## src/rtl/bht_rq_pkg.sv

```systemverilog
// Shared types and helpers for the BHT resolve queue.
// Entry/update PC fields are sized for the widest supported PC.
package bht_rq_pkg;

  localparam int RQ_PC_W = 64;

  typedef struct packed {
    logic [RQ_PC_W-1:0] pc;
    logic               pred_taken;
  } rq_entry_t;

  typedef struct packed {
    logic               valid;
    logic [RQ_PC_W-1:0] pc;
    logic               taken;
    logic               mispredict;
  } bht_upd_t;

  function automatic logic [31:0] sat_inc32(
    input logic [31:0] v,
    input logic        en
  );
    if (en && (v != 32'hFFFF_FFFF))
      return v + 32'd1;
    return v;
  endfunction

endpackage

```

## src/rtl/bht_resolve_queue_fifo.sv

```systemverilog
// In-order prediction record storage: head/tail/count ring buffer.
// Flush and reset both empty it; entry contents are never reset.
module rq_fifo
  import bht_rq_pkg::*;
#(
  parameter int DEPTH = 8,
  parameter int CW    = $clog2(DEPTH) + 1
) (
  input  logic          clk_i,
  input  logic          rst_i,
  input  logic          flush_i,
  input  logic          push_i,
  input  rq_entry_t     push_data_i,
  input  logic          pop_i,
  output rq_entry_t     head_o,
  output logic [CW-1:0] count_o,
  output logic          full_o,
  output logic          empty_o
);

  localparam int PW = $clog2(DEPTH);

  rq_entry_t         r_mem [DEPTH];
  logic [PW-1:0]     r_head;
  logic [PW-1:0]     r_tail;
  logic [CW-1:0]     r_count;

  logic              w_push;
  logic              w_pop;

  assign full_o  = (r_count == CW'(DEPTH));
  assign empty_o = (r_count == '0);
  assign count_o = r_count;
  assign head_o  = r_mem[r_head];

  assign w_push = push_i & ~full_o & ~flush_i;
  assign w_pop  = pop_i & ~empty_o & ~flush_i;

  always_ff @(posedge clk_i) begin
    if (rst_i || flush_i) begin
      r_head  <= '0;
      r_tail  <= '0;
      r_count <= '0;
    end else begin
      if (w_push)
        r_tail <= r_tail + 1'b1;
      if (w_pop)
        r_head <= r_head + 1'b1;
      unique case ({w_push, w_pop})
        2'b10:   r_count <= r_count + 1'b1;
        2'b01:   r_count <= r_count - 1'b1;
        default: r_count <= r_count;
      endcase
    end
  end

  always_ff @(posedge clk_i) begin
    if (!rst_i && w_push)
      r_mem[r_tail] <= push_data_i;
  end

endmodule

```

## src/rtl/bht_resolve_queue.sv

```systemverilog
// Pairs in-order branch resolutions with recorded BHT predictions and
// emits a registered training update plus mispredict statistics.
module bht_resolve_queue
  import bht_rq_pkg::*;
#(
  parameter int DEPTH = 8,
  parameter int VLEN  = 64
) (
  input  logic                     clk_i,
  input  logic                     rst_i,
  input  logic                     flush_i,
  input  logic                     push_valid_i,
  output logic                     push_ready_o,
  input  logic [VLEN-1:0]          push_pc_i,
  input  logic                     push_pred_taken_i,
  input  logic                     resolve_valid_i,
  input  logic                     resolve_taken_i,
  output logic                     bht_update_valid_o,
  output logic [VLEN-1:0]          bht_update_pc_o,
  output logic                     bht_update_taken_o,
  output logic                     mispredict_o,
  output logic [$clog2(DEPTH):0]   count_o,
  output logic [31:0]              resolved_cnt_o,
  output logic [31:0]              mispredict_cnt_o,
  output logic                     resolve_err_o
);

  localparam int CW = $clog2(DEPTH) + 1;

  rq_entry_t       w_push_entry;
  rq_entry_t       w_head;
  logic            w_full;
  logic            w_empty;
  logic [CW-1:0]   w_count;
  logic            w_push_acc;
  logic            w_res_acc;
  logic            w_res_err;
  logic            w_mis;

  bht_upd_t        r_upd;
  logic [31:0]     r_res_cnt;
  logic [31:0]     r_mis_cnt;
  logic            r_err;

  always_comb begin
    w_push_entry            = '0;
    w_push_entry.pc         = RQ_PC_W'(push_pc_i);
    w_push_entry.pred_taken = push_pred_taken_i;
  end

  // Ready comes from registered count only; a same-cycle pop never frees a slot.
  assign push_ready_o = ~w_full;
  assign w_push_acc   = push_valid_i & push_ready_o & ~flush_i;
  assign w_res_acc    = resolve_valid_i & ~w_empty & ~flush_i;
  assign w_res_err    = resolve_valid_i & w_empty & ~flush_i;
  assign w_mis        = w_head.pred_taken ^ resolve_taken_i;

  rq_fifo #(
    .DEPTH (DEPTH),
    .CW    (CW)
  ) u_fifo (
    .clk_i       (clk_i),
    .rst_i       (rst_i),
    .flush_i     (flush_i),
    .push_i      (w_push_acc),
    .push_data_i (w_push_entry),
    .pop_i       (w_res_acc),
    .head_o      (w_head),
    .count_o     (w_count),
    .full_o      (w_full),
    .empty_o     (w_empty)
  );

  // Payload holds between pulses so the BHT may sample it lazily.
  always_ff @(posedge clk_i) begin
    if (rst_i) begin
      r_upd <= '0;
    end else begin
      r_upd.valid <= w_res_acc;
      if (w_res_acc) begin
        r_upd.pc         <= w_head.pc;
        r_upd.taken      <= resolve_taken_i;
        r_upd.mispredict <= w_mis;
      end
    end
  end

  always_ff @(posedge clk_i) begin
    if (rst_i) begin
      r_res_cnt <= '0;
      r_mis_cnt <= '0;
      r_err     <= 1'b0;
    end else begin
      r_res_cnt <= sat_inc32(r_res_cnt, w_res_acc);
      r_mis_cnt <= sat_inc32(r_mis_cnt, w_res_acc & w_mis);
      if (w_res_err)
        r_err <= 1'b1;
    end
  end

  assign bht_update_valid_o = r_upd.valid;
  assign bht_update_pc_o    = r_upd.pc[VLEN-1:0];
  assign bht_update_taken_o = r_upd.taken;
  assign mispredict_o       = r_upd.mispredict;
  assign count_o            = w_count;
  assign resolved_cnt_o     = r_res_cnt;
  assign mispredict_cnt_o   = r_mis_cnt;
  assign resolve_err_o      = r_err;

endmodule

```

## config.mk

```make
export PLATFORM = sky130hd
export DESIGN_NAME = bht_resolve_queue
export DESIGN_NICKNAME = d
export VERILOG_FILES = /design/src/rtl/bht_rq_pkg.sv /design/src/rtl/bht_resolve_queue_fifo.sv /design/src/rtl/bht_resolve_queue.sv
export SDC_FILE = /design/constraint.sdc
export NUM_CORES = 1
export LEC_CHECK = 0
export CAP_MARGIN = 20
export CORE_ASPECT_RATIO = 0.75
export CORE_MARGIN = 2
export CORE_UTILIZATION = 30
export CTS_BUF_LIST = sky130_fd_sc_hd__clkbuf_8
export CTS_CLUSTER_DIAMETER = 50
export DETAILED_ROUTE_END_ITERATION = 16
export GPL_TIMING_DRIVEN = 0
export SYNTH_ARGS = -nofsm -noshare
export SYNTH_HDL_FRONTEND = slang
export SYNTH_SLANG_ARGS = --single-unit
```

## constraint.sdc

```tcl
create_clock -name clk_i -period 7.5 [get_ports clk_i]
set_input_delay 0.75 -clock clk_i [delete_from_list [all_inputs] [get_ports clk_i]]
set_output_delay 0.75 -clock clk_i [all_outputs]
set_load 0.01 [all_outputs]
```

Yosys cells after proc, flatten, opt, wreduce, memory -nomap -nowiden
Memories as Yosys holds them, arrays and structs flattened. A register that Yosys moved wholly into a read port is not among the register bits.
Index checks and enable logic that the tools add are counted.

storage, ports and cells
  logic and storage cells = 55
  register bits = 142
  memories = 1
  RAM bits = 520

memory list
  memory        words  width  rd ports  clocked after memory_dff  write ports  RTL line                      RTL
  u_fifo.r_mem  8      65     1         1                         1            bht_resolve_queue_fifo.sv:23  rq_entry_t r_mem [DEPTH];

operators by class
  bitwise gates (word level) = 15
  multiplexer cells = 11
  equality and inequality tests = 5
  reduce and logical (&&, ||, !) cells = 7
  add/subtract/negate cells = 6

operators by type and width
  cell                   number
  $add 32x1->32 const B  2
  $mux 32                2
  $ne 32x32->1 const B   2
  $and 1x1->1            11
  $pmux 4 s2             1
  $add 3x1->3 const B    2
  $mux 1                 6
  $mux 3                 2
  $add 4x1->4 const B    1
  $eq 4x4->1 const B     1
  $logic_not 4->1        1
  $sub 4x1->4 const B    1
  $logic_and 1x1->1      3
  $not 1->1              3
  $eq 2x1->1 const B     1
  $eq 2x2->1 const B     1
  $reduce_bool 2->1      1
  $logic_not 1->1        1
  $logic_or 1x1->1       1
  $xor 1x1->1            1

Longest topological paths before layout
Gate-level depths: netlist of the first run.

  word-level depth = 9
  depth in mapped cells = 14
  depth with buffers taken out = 11

Hierarchy
Synthesis of the first run repeated with hierarchy kept, for this count alone.

unflattened totals
  cell total of the unflattened synthesis = 1,522
  area total of the unflattened synthesis = 25,781.0 sq um

modules (own cells, without submodules)
  module             cells an instance  instances  area an instance (sq um)  seq. area each (sq um)
  rq_fifo            831                1          20,168.1                  15,875.2
  bht_resolve_queue  691                1          5,612.9                   2,642.5

Worst setup path after synthesis of the first run
OpenSTA, ideal clock, no wires.

  kind = input -> register
  start = input port rst_i
  end = memory u_fifo.r_mem[0][0] in the netlist's numbering, enable pin
  cell stages on the path = 4
  library setup time = 0.568 ns
  path slack = 0.924 ns
  arrival time = 6.008 ns
  path through = clkbuf_1 > or2_2 > or3_1 > nor3_1

between the ends
  longest elaborated chain between the ends = 4

RTL lines
  item                          RTL line                      RTL
  start, declared               bht_resolve_queue.sv:10       input logic rst_i,
  $logic_not 1->1               bht_resolve_queue_fifo.sv:58  if (!rst_i && w_push)
  $logic_and 1x1->1             bht_resolve_queue_fifo.sv:58
  $mux 1                        bht_resolve_queue_fifo.sv:58
  $mux 1 (implied by the code)  bht_resolve_queue_fifo.sv:59  r_mem[r_tail] <= push_data_i;
  end, declared                 bht_resolve_queue_fifo.sv:23

Every way passes these cells.

Worst setup path in the final report of the first run
  start = input port resolve_valid_i
  end = register u_fifo.r_count[2], in the netlist u_fifo.count_o[2]

between the ends
  longest elaborated chain between the ends = 6
  elaborated cells on any way between the ends = 8
  classes of those cells = eq/ne (2); mux (1); bitwise (4); reduce/logical (1)

RTL lines
  item                                             RTL line                      RTL
  start, declared                                  bht_resolve_queue.sv:16       input logic resolve_valid_i,
  $and 1x1->1 (*) (2 in a row)                     bht_resolve_queue.sv:54       assign w_res_acc = resolve_valid_i & ~w_empty & ~flush_i;
  $and 1x1->1 (*) (2 in a row)                     bht_resolve_queue_fifo.sv:37  assign w_pop = pop_i & ~empty_o & ~flush_i;
  $eq 2x1->1 or $eq 2x2->1 (tied branches)         bht_resolve_queue_fifo.sv:49  unique case ({w_push, w_pop})
  $pmux 4 s2 or $reduce_bool 2->1 (tied branches)  n/a
  end signal, assigned                             bht_resolve_queue_fifo.sv:50  2'b10: r_count <= r_count + 1'b1;
  end signal, assigned                             bht_resolve_queue_fifo.sv:51  2'b01: r_count <= r_count - 1'b1;
  end signal, assigned                             bht_resolve_queue_fifo.sv:52  default: r_count <= r_count;
  end, declared                                    bht_resolve_queue_fifo.sv:26  logic [CW-1:0] r_count;

Mark *: on every way between the ends. The rest lies on a longest branch, timed or not.
A chain may end at the register's enable or synchronous reset.

==> results.sh, run 1 <==
export IMPL_crit_path_cell_trace="clkdlybuf4s50_1 > nor2b_1 > nand2_1 > inv_2 > clkbuf_1 > buf_8 > clkbuf_1 > ha_1 > clkbuf_1 > or3b_2 > a2111oi_0 > a211oi_1 > xor2_1 > nor2_1"
export IMPL_seq_area_frac_synth=0.722
export IMPL_antenna_found_initial=16
export IMPL_vdd_ir_drop_max_mv=0.133
export IMPL_cts_buffer_depth=3
export IMPL_ios=208
export IMPL_wirelength_um=65400
export IMPL_cpPeakStageDelay_ns=0.62
export IMPL_leakage_uw=0.00974
export IMPL_syn_inst=1485
export IMPL_max_cap_viol_count=0
export IMPL_cp_arrival_ns=5.07
export IMPL_synth_largest_area_cell="edfxtp_1"
export IMPL_cts_tree="yes"
export IMPL_clock_sinks=665
export IMPL_post_route_period_util=0.600
export IMPL_drcViolationCount=0
export IMPL_max_slew_margin=0.277
export IMPL_routedWlPerCell_um=21.4
export IMPL_netlist_area_leader_share=0.609
export IMPL_cp_slowest_cell="clkbuf_1"
export IMPL_startpoint_type="input pin"
export IMPL_viasPerCell=4.92
export IMPL_synth_area_leaders="edfxtp_1, mux4_2, dfxtp_1"
export IMPL_fmax_mhz=222
export IMPL_dp_hpwl_um=43300
export IMPL_post_cts_buffers=0
export IMPL_die_w_um=342
export IMPL_crit_required_ns=8.07
export IMPL_grt_start_max_net_pins=25
export IMPL_core_area_mm2=0.0844
export IMPL_synthFlopType="edfxtp_1"
export IMPL_setup_viol=0
export IMPL_die_h_um=257
export IMPL_dr_total_vias=15000
export IMPL_syn_to_final_growth_pct=24.2
export IMPL_cts_root_buf="clkbuf_8"
export IMPL_finalSetupTns_ns=0
export IMPL_finalHoldViolCount=0
export IMPL_gr_total_overflow=0
export IMPL_holdBufCountCts=0
export IMPL_drive_above_1_share=0.178
export IMPL_setup_worst_path_class="input pin to flop"
export IMPL_drt_pass1_iter_count=5
export IMPL_placement_io_buffers=206
export IMPL_fin_skew_ns=0.0476
export IMPL_clk_latency_ns=0.74
export IMPL_max_slew_worst_pin_slew_ns=1.08
export IMPL_cp_common_cell="clkbuf_1"
export IMPL_syn_area_mm2=0.0256
export IMPL_ys_seq_elements=665
export IMPL_total_power_uw=7240
export IMPL_drt_iter0_drc=983
export IMPL_synth_edf_count=520
export IMPL_cts_inserted_buffers=108
export IMPL_rsz0062_at_grt="false"
export IMPL_min_path_type="flop to flop"
export IMPL_status="completed"
export IMPL_synth_cell_types=50
export IMPL_drtAntennaViolNets=0
export IMPL_period_minus_slack_ns=4.50
export IMPL_crit_fanout=10
export IMPL_powerDensity_mw_per_mm2=227
export IMPL_htreeDepth=3
export IMPL_die_area_mm2=0.0878
export IMPL_async_reset_ff_frac=0
export IMPL_cts_resized=0
export IMPL_endpoint_kind="flop"
export IMPL_nets=1914
export IMPL_start_util=0.304
export IMPL_clk_pin_slew_ns=0.06
export IMPL_grt_pass1_wl_um=96700
export IMPL_grt_pass1_vias=15200
export IMPL_avgSynthCellArea_um2=17.3
export IMPL_num_rows=92
export IMPL_layout_common_cells="edfxtp_1, clkdlybuf4s50_1, dfxtp_1, mux4_2, clkbuf_8"
export IMPL_final_common_cell="edfxtp_1"
export IMPL_gp_congestion=0.855
export IMPL_grtUsageTotal=0.147
export IMPL_syn_nets=1562
export IMPL_fin_util=0.377
export IMPL_final_max_slew_violation_count=0
export IMPL_ys_warn_count=0
## registers in the layout (all words and copies together), names as in the netlist, named ones only
name,cells
u_fifo.count_o,4
u_fifo.r_mem,520
bht_update_valid_o,1
mispredict_cnt_o,32
resolve_err_o,1
resolved_cnt_o,32
bht_update_pc_o,64
u_fifo.r_tail,3
u_fifo.r_head,3
mispredict_o,1
bht_update_taken_o,1
## where the power goes
| group | switching [uW] | leakage [uW] | internal (uW) | total, uW |
|---|---|---|---|---|
| registers | 10.7 | 0.00585 | 3990 | 4000 |
| logic | 112 | 0.00265 | 84.8 | 197 |
| clock network | 1440 | 0.00123 | 1600 | 3040 |
## critical path, delay by kind of cell
kind,cells,cell delay [ns]
fa+ha+maj,1,0.33
compound gates,2,0.41
xor+xnor,1,0.15
buf+inv,6,2.36
simple gates,4,1.02
## cell families after synthesis
logic type	after synthesis	share of synthesized area
flip-flops	665	0.722
AND/OR/NAND/NOR	321	0.0651
multiplexers	218	0.149
AO/OA/AOI/OAI	167	0.0423
buffers and inverters	99	0.0155
XOR/XNOR	9	0.00307
adder cells (fa/ha/maj)	6	0.00293
## Yosys cell counts, types with 3 or more instances
library cell	number
mux2i_1	72
o21ai_0	23
nor2b_1	18
o21ai_1	3
a211oi_1	65
nand2b_1	3
xor2_1	7
nor4_1	13
nor4bb_1	3
or4_1	20
nand3_1	31
and3_1	4
buf_1	8
o31ai_1	17
mux2_1	15
nor2_1	111
ha_1	6
inv_1	12
and4_1	6
a21oi_1	47
nand2_1	35
buf_2	21
mux4_2	129
clkbuf_1	57
nand4_1	20
edfxtp_1	520
or3_1	28
nor3_1	15
dfxtp_1	145
## routing by layer
metal  wire, um  global-route usage
met1      28800               0.201
met2      30000               0.229
met3       5480              0.0458
met4       1020              0.0334
met5        138                   0
## stage by stage
stage	area [um2]	hold WS, ns	setup WS, ns	instances
floorplan	25600	0.454	0.924	1485
detailed placement	29700	0.492	2.14	2854
CTS	31800	0.500	2.90	3055
global route	31800	0.521	2.69	3056
global placement	29100	0.476	-5.04	2819
finish	31800	0.498	3.00	3058
## cell type report
cell class	instances	area, um2
antenna	2	5.00
buffer	86	349
clock buffer	122	1680
clock inverter	79	432
fill	7787	52500
inverter	13	48.8
multi-input combinational	721	6780
sequential	665	18500
tap	1128	1410
timing repair buffer	242	2630
## path summary, 6_finish.rpt
check        cells after the start                               end                             start  slack [ns]
min                              2  bht_update_pc_o[15]$_SDFFE_PP0P_  bht_update_pc_o[15]$_SDFFE_PP0P_        0.50
min reg2reg                      2  bht_update_pc_o[15]$_SDFFE_PP0P_  bht_update_pc_o[15]$_SDFFE_PP0P_        0.50
max reg2reg                     13    u_fifo.count_o[2]$_SDFFE_PP0P_    u_fifo.count_o[0]$_SDFFE_PP0P_        3.19
max                             14    u_fifo.count_o[2]$_SDFFE_PP0P_                   resolve_valid_i        3.00
Note: power is estimated with default switching activity, not from simulation.
==> run 2: changes to the inputs <==
clock period = 4.25 ns   (was 7.5 ns; I/O delays follow)
==> results.sh, run 2 (synthesis results as in run 1) <==
export IMPL_status="completed"
export IMPL_drive_above_1_share=0.178
export IMPL_grtUsageTotal=0.148
export IMPL_rsz0062_at_grt="false"
export IMPL_syn_to_final_growth_pct=24.2
export IMPL_drt_iter0_drc=1010
export IMPL_ios=208
export IMPL_endpoint_kind="flop"
export IMPL_clk_latency_ns=0.71
export IMPL_hold_depth=3
export IMPL_setup_ws_ns=0.557
export IMPL_grt_start_max_net_pins=25
export IMPL_setup_worst_path_class="flop to flop"
export IMPL_holdBufCountCts=0
export IMPL_layout_common_cells="edfxtp_1, clkdlybuf4s50_1, dfxtp_1, mux4_2, clkbuf_8"
export IMPL_period_minus_slack_ns=3.69
export IMPL_gr_total_overflow=0
export IMPL_viasPerCell=4.86
export IMPL_dp_hpwl_um=43000
export IMPL_drcViolationCount=0
export IMPL_start_util=0.304
export IMPL_crit_required_ns=4.82
export IMPL_grt_pass1_wl_um=96900
export IMPL_placement_io_buffers=206
export IMPL_core_area_mm2=0.0844
export IMPL_final_max_slew_violation_count=0
export IMPL_largest_register_ffs=520
export IMPL_max_slew_margin=0.375
export IMPL_max_cap_viol_count=0
export IMPL_wirelength_um=64800
export IMPL_powerDensity_mw_per_mm2=398
export IMPL_post_route_period_util=0.869
export IMPL_placed_cell_area_mm2=0.0298
export IMPL_die_area_mm2=0.0878
export IMPL_cts_buffer_depth=3
export IMPL_leakage_uw=0.00970
export IMPL_place_ws_ns=-0.577
export IMPL_fmax_mhz=271
export IMPL_setup_viol=0
export IMPL_cts_inserted_buffers=104
export IMPL_die_w_um=342
export IMPL_cp_arrival_ns=4.26
export IMPL_dr_total_vias=14800
export IMPL_cts_root_buf="clkbuf_8"
export IMPL_r2r_cells=12
export IMPL_final_common_cell="edfxtp_1"
export IMPL_antenna_found_initial=12
export IMPL_routedWlPerCell_um=21.3
export IMPL_die_h_um=257
export IMPL_num_rows=92
export IMPL_htreeDepth=3
export IMPL_drtAntennaViolNets=0
export IMPL_max_slew_worst_pin_slew_ns=0.937
export IMPL_clk_pin_slew_ns=0.06
export IMPL_largest_register="u_fifo.r_mem"
export IMPL_vdd_ir_drop_max_mv=0.228
export IMPL_drt_pass1_iter_count=5
export IMPL_clock_sinks=665
export IMPL_crit_fanout=19
export IMPL_cts_tree="yes"
export IMPL_finalHoldViolCount=0
export IMPL_startpoint_type="flop"
export IMPL_design_area_mm2=0.0318
export IMPL_nets=1903
export IMPL_min_path_type="input pin to flop"
export IMPL_gp_congestion=0.844
export IMPL_fin_skew_ns=0.0425
export IMPL_grt_pass1_vias=15300
==> run 2: worst max-delay path, stage by stage, from the launching register on <==
cell	delay [ns]
dfxtp_1	0.31
buf_2	0.18
or4_1	0.56
nand2_1	0.14
inv_2	0.20
clkbuf_4	0.43
ha_1	0.39
clkbuf_1	0.21
or3b_2	0.49
a2111oi_0	0.29
a211oi_1	0.12
xor2_1	0.16
nor2_1	0.05
==> run 2: area by class of cell <==
class	count	area (um2)
Clock inverter	80	474
Tap cell	1128	1410
Clock buffer	115	1580
Multi-Input combinational cell	721	6790
Timing Repair Buffer	236	2670
Buffer	85	349
Inverter	13	48.8
Sequential cell	665	18500
Antenna cell	1	2.50
Fill cell	7772	52500
==> run 2: repair_timing <==
| action | in CTS | in global routing |
|---|---|---|
| endpoints found under the setup margin | 0 | 1 |
| gates resized for setup | 0 | 2 |
| buffers inserted | 0 | 0 |
==> run 2: report_power, final <==
part | total, uW | internal [uW] | switching (uW)
clock network | 5260 | 2710 | 2550
logic | 346 | 150 | 196
registers | 7060 | 7050 | 18.3
total | 12700 | 9900 | 2770
==> run 2: final timing paths <==
check                                   from                           endpoint  slack, ns
min                                    rst_i  mispredict_cnt_o[30]$_SDFFE_PP0P_       0.33
min reg2reg  bht_update_taken_o$_SDFFE_PP0P_    bht_update_taken_o$_SDFFE_PP0P_       0.47
max reg2reg   u_fifo.count_o[1]$_SDFFE_PP0P_     u_fifo.count_o[2]$_SDFFE_PP0P_       0.56
max           u_fifo.count_o[1]$_SDFFE_PP0P_     u_fifo.count_o[2]$_SDFFE_PP0P_       0.56
==> run 2: stage by stage <==
stage	instances	power [uW]	utilization	hold WS [ns]	setup TNS [ns]
floorplan	1485	7330	-	0.454	-48.11
global placement	2819	7530	0.345	0.451	-1448.61
detailed placement	2849	7550	0.353	0.454	-0.628
CTS	3044	12800	0.377	0.255	0
global route	3043	13200	0.377	0.293	0
finish	3044	12700	0.377	0.334	0
==> run 2: metal layers <==
metal	global-route usage	wire, um
met1	0.195	27800
met2	0.238	30600
met3	0.0417	4950
met4	0.0425	1410
met5	0	108
